===== src/rtl/apb_slave_if.sv =====
// APB bus bundle for the apb_slave register block.
// The master drives select/strobe/address/data; the slave returns
// registered read data, ready and error.
interface apb_slave_if;
  logic       psel;
  logic       penable;
  logic       pwrite;
  logic [7:0] paddr;
  logic [7:0] pwdata;
  logic [7:0] prdata;
  logic       pready;
  logic       pslverr;

  modport master (
    output psel, penable, pwrite, paddr, pwdata,
    input  prdata, pready, pslverr
  );

  modport slave (
    input  psel, penable, pwrite, paddr, pwdata,
    output prdata, pready, pslverr
  );
endinterface


===== src/rtl/apb_slave.sv =====
// APB register slave: 15 read/write byte registers at 0x00-0x0E and a
// read-only ID byte at 0x0F. WAIT_CYCLES wait states are inserted before
// the single-cycle pready pulse. Every bus output is driven from a flop.
module apb_slave #(
  parameter int         WAIT_CYCLES = 0,
  parameter logic [7:0] ID_VALUE    = 8'hA5
) (
  input logic        pclk,
  input logic        prst,
  apb_slave_if.slave bus
);

  localparam int         NREGS   = 15;
  localparam logic [3:0] WAIT_LD = 4'(WAIT_CYCLES);

  typedef enum logic [1:0] {
    S_IDLE  = 2'd0,
    S_WAIT  = 2'd1,
    S_READY = 2'd2
  } state_t;

  state_t                 r_state;
  logic [3:0]             r_cnt;
  logic [7:0]             r_prdata;
  logic                   r_pready;
  logic                   r_pslverr;
  logic [NREGS-1:0][7:0]  r_regs;

  logic       w_setup;
  logic       w_access;
  logic       w_in_range;
  logic       w_err;
  logic       w_enter_ready;
  logic       w_commit;
  logic [7:0] w_rdata;

  assign w_setup    = bus.psel && !bus.penable;
  assign w_access   = bus.psel &&  bus.penable;
  assign w_in_range = (bus.paddr[7:4] == 4'h0);
  // Out-of-map accesses and writes to the ID byte are rejected.
  assign w_err      = !w_in_range || (bus.pwrite && (bus.paddr[3:0] == 4'hF));

  // The edge that moves the FSM into READY is the one that samples the
  // response; with no wait states that is the setup edge itself.
  assign w_enter_ready =
      ((r_state == S_IDLE) && w_setup && (WAIT_CYCLES == 0)) ||
      ((r_state == S_WAIT) && w_access && (r_cnt == 4'd1));

  // A write lands on the edge leaving READY, only if the master is still
  // in the access phase and the transfer was not flagged as an error.
  assign w_commit = (r_state == S_READY) && w_access && bus.pwrite && !r_pslverr;

  // Read mux: register file, ID byte, or zero outside the map.
  always_comb begin
    w_rdata = 8'h00;
    if (w_in_range) begin
      if (bus.paddr[3:0] == 4'hF) begin
        w_rdata = ID_VALUE;
      end else begin
        for (int i = 0; i < NREGS; i++) begin
          if (bus.paddr[3:0] == 4'(i)) w_rdata = r_regs[i];
        end
      end
    end
  end

  // Transfer sequencing plus the registered pready/pslverr/prdata.
  always_ff @(posedge pclk or posedge prst) begin
    if (prst) begin
      r_state   <= S_IDLE;
      r_cnt     <= 4'd0;
      r_pready  <= 1'b0;
      r_pslverr <= 1'b0;
      r_prdata  <= 8'h00;
    end else begin
      case (r_state)
        S_IDLE: begin
          // An access phase without a preceding setup is ignored here.
          if (w_setup) begin
            if (WAIT_CYCLES == 0) begin
              r_state <= S_READY;
            end else begin
              r_state <= S_WAIT;
              r_cnt   <= WAIT_LD;
            end
          end
        end
        S_WAIT: begin
          if (!bus.psel) begin
            // Master abandoned the transfer.
            r_state <= S_IDLE;
            r_cnt   <= 4'd0;
          end else if (bus.penable) begin
            if (r_cnt == 4'd1) begin
              r_state <= S_READY;
              r_cnt   <= 4'd0;
            end else begin
              r_cnt <= r_cnt - 4'd1;
            end
          end
        end
        S_READY: begin
          // Always one cycle; a new setup may follow immediately.
          r_state <= S_IDLE;
        end
        default: begin
          r_state <= S_IDLE;
          r_cnt   <= 4'd0;
        end
      endcase

      // pready/pslverr are pulses tied to the READY cycle; prdata only
      // moves on a read completion and holds otherwise.
      if (w_enter_ready) begin
        r_pready  <= 1'b1;
        r_pslverr <= w_err;
        if (!bus.pwrite) r_prdata <= w_rdata;
      end else begin
        r_pready  <= 1'b0;
        r_pslverr <= 1'b0;
      end
    end
  end

  // Register file: cleared on reset, written only on a committed transfer.
  always_ff @(posedge pclk or posedge prst) begin
    if (prst) begin
      r_regs <= '0;
    end else if (w_commit) begin
      for (int i = 0; i < NREGS; i++) begin
        if (bus.paddr[3:0] == 4'(i)) r_regs[i] <= bus.pwdata;
      end
    end
  end

  assign bus.prdata  = r_prdata;
  assign bus.pready  = r_pready;
  assign bus.pslverr = r_pslverr;

endmodule

===== src/flat_wrapper.sv =====
// flat-port wrapper written by rule: the top's interface ports become plain ports
module apb_slave_flat 
#(
  parameter int         WAIT_CYCLES = 0,
  parameter logic [7:0] ID_VALUE    = 8'hA5
)
  (pclk, prst, bus_psel, bus_penable, bus_pwrite, bus_paddr, bus_pwdata, bus_prdata, bus_pready, bus_pslverr);
  apb_slave_if bus_i ();
  input logic pclk;
  input logic prst;
  input wire logic [$bits(bus_i.psel)-1:0] bus_psel;
  input wire logic [$bits(bus_i.penable)-1:0] bus_penable;
  input wire logic [$bits(bus_i.pwrite)-1:0] bus_pwrite;
  input wire logic [$bits(bus_i.paddr)-1:0] bus_paddr;
  input wire logic [$bits(bus_i.pwdata)-1:0] bus_pwdata;
  output wire logic [$bits(bus_i.prdata)-1:0] bus_prdata;
  output wire logic [$bits(bus_i.pready)-1:0] bus_pready;
  output wire logic [$bits(bus_i.pslverr)-1:0] bus_pslverr;
  assign bus_i.psel = bus_psel;
  assign bus_i.penable = bus_penable;
  assign bus_i.pwrite = bus_pwrite;
  assign bus_i.paddr = bus_paddr;
  assign bus_i.pwdata = bus_pwdata;
  assign bus_prdata = bus_i.prdata;
  assign bus_pready = bus_i.pready;
  assign bus_pslverr = bus_i.pslverr;
  apb_slave #(.WAIT_CYCLES(WAIT_CYCLES), .ID_VALUE(ID_VALUE)) u_core (.pclk(pclk), .prst(prst), .bus(bus_i));
endmodule

===== config.mk =====
export PLATFORM = sky130hd
export DESIGN_NAME = apb_slave_flat
export DESIGN_NICKNAME = d
export VERILOG_FILES = /design/src/rtl/apb_slave_if.sv /design/src/rtl/apb_slave.sv /design/src/flat_wrapper.sv
export SDC_FILE = /design/constraint.sdc
export NUM_CORES = 1
export LEC_CHECK = 0
export BUFFER_PORTS_ARGS = -buffer_cell sky130_fd_sc_hd__buf_4
export CAP_MARGIN = 20
export CORE_MARGIN = 2
export CORE_UTILIZATION = 55
export DETAILED_ROUTE_END_ITERATION = 8
export MAX_ROUTING_LAYER = met4
export PLACE_DENSITY = 0.71
export SLEW_MARGIN = 20
export SYNTH_ARGS = -nofsm -noshare
export SYNTH_HDL_FRONTEND = slang
export SYNTH_SLANG_ARGS = --single-unit

===== constraint.sdc =====
create_clock -name pclk -period 10.8 [get_ports pclk]
set_clock_uncertainty 0.1 [all_clocks]
set_input_delay 1.62 -clock pclk [delete_from_list [all_inputs] [get_ports pclk]]
set_output_delay 1.62 -clock pclk [all_outputs]
set_load 0.01 [all_outputs]

Word-level counts from Yosys, hierarchy flattened --
Index checks and enable logic that the tools add are counted.
Storage, ports and cells: bits in registers 136, bits of input ports 21, output and inout port bits 10, word-level logic and storage cells 108
Cells by class: $add $sub $neg 1, equal/unequal tests 21, multiplexer cells 28, bitwise gates (word level) 2, reductions and logical operators 36
Operators with widths (count):
- $mux W8 | 17
- $reduce_and A2 Y1 | 17
- $eq A4 B4 Y1 const B | 8
- $eq A4 B3 Y1 const B | 4
- $mux W4 | 3
- $logic_and A1 B1 Y1 | 9
- $eq A4 B1 Y1 const B | 2
- $eq A4 B2 Y1 const B | 2
- $logic_not A4 Y1 | 2
- $mux W2 | 4
- $pmux W4 S2 | 1
- $ne A3 B3 Y1 const B | 2
- $pmux W2 S2 | 1
- $sub A4 B1 Y4 const B | 1
- $logic_not A1 Y1 | 3
- $reduce_and A3 Y1 | 1
- $eq A2 B1 Y1 const B | 1
- $eq A2 B2 Y1 const B | 1
- $logic_not A2 Y1 | 1
- $logic_or A1 B1 Y1 | 2
- $mux W1 | 2
- $ne A2 B1 Y1 const B | 1
- $not A1 Y1 | 2
- $reduce_or A2 Y1 | 1

Depth between registers and ports, before layout --
depth after elaboration 18, mapped depth 8, gate-level depth less buffers 5

Worst setup path before layout --
OpenSTA, ideal clock, no wires.
path type input-to-reg, start point input port bus_paddr[5], end point register u_core.r_prdata[4] (netlist: u_core.bus.prdata[4]), setup time 76 ps, arrival time 2917 ps, data required time 10624 ps, slack 7707 ps, stages 4, path buffers 0, path through or4_4 -> or2_1 -> or3_1 -> o21ai_1
Between the ends: word-level cells in the longest chain between the ends 2
Ends and longest elaborated chain:
- start: declaration | line flat_wrapper.sv:14 | input wire logic [$bits(bus_i.paddr)-1:0] bus_paddr;
- $logic_not A4 Y1 | line apb_slave.sv:39 | assign w_in_range = (bus.paddr[7:4] == 4'h0);
- $mux W8 | line apb_slave.sv:56 | if (w_in_range) begin
- end signal: assignment | line apb_slave.sv:117 | if (!bus.pwrite) r_prdata <= w_rdata;
- end: declaration | line apb_slave.sv:24 | logic [7:0] r_prdata;
No other way between the ends. A chain may end at the register's enable or synchronous reset.

Worst setup path in the final report --
start point input port bus_paddr[2], end point register u_core.r_regs[43] in the netlist's numbering
Between the ends: word-level cells in the longest chain between the ends 2
Ends and longest elaborated chain:
- $eq A4 B3 Y1 | line apb_slave.sv:131 | if (bus.paddr[3:0] == 4'(i)) r_regs[i] <= bus.pwdata;
- $reduce_and A2 Y1 (no line)
- end signal: indexed assignment | line apb_slave.sv:131
- end: declaration | line apb_slave.sv:27 | logic [NREGS-1:0][7:0] r_regs;
No other way between the ends.

==> impl_results.rst <==
.. list-table::
   :header-rows: 1

   * - Metric
     - Value
   * - Gpl congestion
     - 0.867
   * - Reg2reg end
     - u_core.r_regs[43]
   * - Clock tree from TritonCTS
     - done
   * - Clock-pin slew of the registers on the worst-case setup and hold paths
     - 50 ps
   * - Cell accounting for the most synthesized area
     - sky130_fd_sc_hd__dfrtp_1
   * - Wire length the detailed router placed on met1
     - 6560 um
   * - Die W
     - 110 um
   * - Synthesis-to-finish area growth
     - 14.2%
   * - Tcrit/Tclk final
     - 0.332
   * - Required @ worst endpoint
     - 11000 ps
   * - Share of post-route cells with drive strength above 1
     - 0.171
   * - Number of flops mapped to enable cells by yosys
     - 0
   * - Total via count in the routed design
     - 4222
   * - Area of all placed cells without fillers
     - 7120 sq um
   * - Cell area after placement
     - 6500 sq um
   * - TritonRoute pass-1 iters
     - 5
   * - Power consumption
     - 1.20 mW
   * - Largest family of logic cells by synthesized area
     - multiplexers
   * - Most common cell after layout, fill and taps aside
     - sky130_fd_sc_hd__dfrtp_1
   * - Async set or reset register ratio after synthesis
     - 1.00
   * - Sw Share
     - 0.221
   * - Vias in the first global route
     - 4329
   * - Outcome
     - finished clean
   * - CTS root buf
     - sky130_fd_sc_hd__clkbuf_16
   * - Relative slew slack
     - 0.372
   * - Top Family by Delay on Critical Path
     - simple AND/OR/NAND/NOR gates
   * - Part of the power in combinational logic
     - 0.066
   * - Initial detailed-routing violation count
     - 386
   * - Detailed-route wire length
     - 14800 um
   * - H-tree levels
     - 4
   * - Post-Syn Area per Cell
     - 12.8 sq um
   * - Worst R2R Setup Slack
     - 8550 ps
   * - Area share of the largest cell type after synthesis
     - 0.526
   * - Post-CTS Hold Fix Bufs
     - 0
   * - # resized after CTS
     - 0
   * - Mux share of post-synthesis cell area
     - 0.278
   * - Post-synthesis instance area
     - 6230 sq um
   * - Sink of the worst hold path
     - u_core.bus.prdata[5]
   * - Cell type of the slowest stage on the worst timing path
     - sky130_fd_sc_hd__nor2b_1
   * - Count of antenna diodes in the layout
     - 0
   * - Count of endpoints failing setup in the final report
     - 0
   * - Number of cells on the worst hold path
     - 2
   * - Final routed wire length divided by cell count
     - 22.4 um
   * - Max capacitance violation total
     - 0
   * - Portion of total power attributed to the clock network
     - 0.501
   * - Net switching power of the design
     - 265 uW
   * - Worst min-delay path category
     - reg -> reg
   * - Fmax
     - 279 MHz
   * - CTS buffer count
     - 17
   * - Number of buffers added on ports
     - 30
   * - Most used cells in the layout excluding fill and tap cells
     - sky130_fd_sc_hd__dfrtp_1 (131), sky130_fd_sc_hd__mux2_1 (125), sky130_fd_sc_hd__buf_4 (31)
   * - Core area
     - 10900 sq um
   * - TritonCTS sink count
     - 131
   * - Maximum buffer depth of the clock tree
     - 2
   * - Pin slew with the least headroom to its limit
     - 939 ps
   * - Leakage power figure
     - 3.53 nW
   * - Share of power burned in registers
     - 0.432
   * - Biggest area contributors in the synthesized netlist
     - sky130_fd_sc_hd__dfrtp_1 (53%), sky130_fd_sc_hd__mux2_1 (23%), sky130_fd_sc_hd__mux4_2 (3.3%)
   * - Worst-path maximum fanout
     - 27
   * - Count of pins on the block boundary
     - 31
   * - Hold path startpoint
     - u_core.bus.prdata[5]
   * - Final net count
     - 528
   * - Dominant register cell in the synthesized netlist
     - sky130_fd_sc_hd__dfrtp_1
   * - Number of cells on the worst reg-to-reg path
     - 5
   * - Min cycle time layout
     - 3590 ps
   * - Number of distinct standard cells referenced by the synthesized netlist
     - 56
   * - Num rows
     - 38
   * - Count of buffer and inverter cells on the critical path
     - 1
   * - Highest Signal Layer
     - met4
   * - Worst reg2reg startpoint
     - u_core.r_state[1]
   * - Fraction of the mapped netlist area in adder cells
     - 0
   * - Compound-gate portion of the synthesized area
     - 0.0847
   * - Critical-path cell list
     - buf_4 > nor2b_1 > nand2_1 > mux2_1
   * - Max Slew Vio Count
     - 0
   * - Met2 wire len
     - 6930 um
   * - Kind of start point of the critical path
     - input port
   * - Count of final hold-check violations
     - 0
   * - Final std cells w/o fill
     - 660
   * - Crit-path max cell delay
     - 800 ps
   * - Type of destination of the critical path
     - register
   * - Total of flip-flops plus latches after synthesis
     - 131
   * - Met3 wire length
     - 929 um
   * - Synth Area in XOR/XNOR
     - 0
   * - Setup CP Type
     - in -> reg
   * - DRC viols
     - 0
   * - Part of the Yosys area used for sequential elements
     - 0.526
   * - Number of nets produced by synthesis
     - 507
   * - Starting density of the core
     - 0.570
   * - Post-Synthesis Cells
     - 486
   * - DP Wirelength
     - 9580 um
   * - First-pass GRT wire length
     - 24100 um
   * - Total Die Area
     - 12200 sq um
   * - Final total negative setup slack
     - 0 ps
   * - Max VDD drop
     - 0.122 mV
   * - Avg Vias per Cell
     - 6.40
   * - Basic-gate share of the synthesized area counting and, or, nand and nor cells
     - 0.0845
   * - Count of nets left with antenna violations after detail routing
     - 0
   * - Internal power consumption
     - 932 uW
   * - Arrival time worst endpoint
     - 3790 ps
   * - Number of antenna violations at the first check in global routing
     - 0
   * - Layout Utilization
     - 0.651
   * - Clk Latency, worst-skew pair
     - 430 ps
   * - Largest net degree at the start of global routing
     - 83
   * - Placed cell count
     - 628
   * - Total GRT Usage
     - 0.264
   * - Buffers inserted during post-CTS setup optimization
     - 0
   * - Vert. Die Dim
     - 110 um
   * - Remaining Overflow, GRT
     - 0
   * - Number of warnings reported in the yosys synthesis log
     - 0
   * - RSZ-0062 raised after global routing
     - false
   * - PD cells
     - 168 nW/um^2
[worst reg2reg max path: stages, from the launching register on]
cell                      delay, ps
sky130_fd_sc_hd__dfrtp_1        390
sky130_fd_sc_hd__nand4_1        100
sky130_fd_sc_hd__or2_1          340
sky130_fd_sc_hd__nor2_1         300
sky130_fd_sc_hd__nand2_1        410
sky130_fd_sc_hd__mux2_1         490
[cells by family after synthesis]
group           after synthesis
simple gates                 95
buf+inv                      36
compound gates               78
mux                         146
flops                       131
[sequential cells by signal, indices dropped and copies added, names as in the netlist]
name / cells
u_core.bus.pready: 1
u_core.r_state: 1
u_core.bus.pslverr: 1
u_core.r_regs: 120
u_core.bus.prdata: 8
[power groups by stage]
stage | logic (mW) | clock network, mW | registers [mW]
after floorplan | 0.0541 | 0 | 0.523
after global placement | 0.0776 | 0 | 0.525
after detailed placement | 0.0789 | 0 | 0.526
after CTS | 0.0792 | 0.607 | 0.518
after global routing | 0.0872 | 0.630 | 0.519
final | 0.0794 | 0.600 | 0.518
[cells in the mapped netlist, types with 4 or more instances]
master / number
sky130_fd_sc_hd__nand2_2: 8
sky130_fd_sc_hd__a21oi_1: 13
sky130_fd_sc_hd__o21ai_0: 12
sky130_fd_sc_hd__a31oi_1: 4
sky130_fd_sc_hd__nor2_1: 15
sky130_fd_sc_hd__clkbuf_1: 11
sky130_fd_sc_hd__nor2b_1: 8
sky130_fd_sc_hd__mux2_1: 125
sky130_fd_sc_hd__nand3_1: 9
sky130_fd_sc_hd__o22ai_1: 5
sky130_fd_sc_hd__o221ai_1: 6
sky130_fd_sc_hd__nor3b_1: 5
sky130_fd_sc_hd__nor3_1: 4
sky130_fd_sc_hd__nand2_1: 20
sky130_fd_sc_hd__inv_1: 4
sky130_fd_sc_hd__o21ai_1: 9
sky130_fd_sc_hd__mux4_2: 9
sky130_fd_sc_hd__mux2i_1: 11
sky130_fd_sc_hd__buf_2: 13
sky130_fd_sc_hd__dfrtp_1: 131
[how the worst max path moves through the flow]
stage,from,endpoint,slack (ps),depth (start not counted)
floorplan,prst,u_core.bus.prdata[0],5580,1
global placement,bus_paddr[2],u_core.r_regs[42],6790,4
detailed placement,bus_paddr[2],u_core.r_regs[43],6790,4
CTS,bus_paddr[2],u_core.r_regs[43],7240,4
global route,bus_paddr[2],u_core.r_regs[43],7130,4
finish,bus_paddr[2],u_core.r_regs[43],7210,4
[metal layers]
layer | global-route usage | up-vias
met3 | 0.0648 | 36
met1 | 0.350 | 2176
met2 | 0.391 | 160
li1 | - | 1850
met5 | - | -
met4 | 0.113 | 0
[layout make-up]
type	instances	area, sq um
Timing Repair Buffer	31	233
Multi-Input combinational cell	319	2790
Clock buffer	21	460
Fill cell	828	3810
Tap cell	140	175
Clock inverter	11	158
Inverter	7	31.3
Sequential cell	131	3280
[stage by stage]
stage	setup WS [ps]	hold slack, ps
after global placement	6790	351
final	7210	381
after floorplan	5580	346
after CTS	7240	383
after detailed placement	6790	362
after global routing	7130	400
Power figures use the tool's default switching activity.
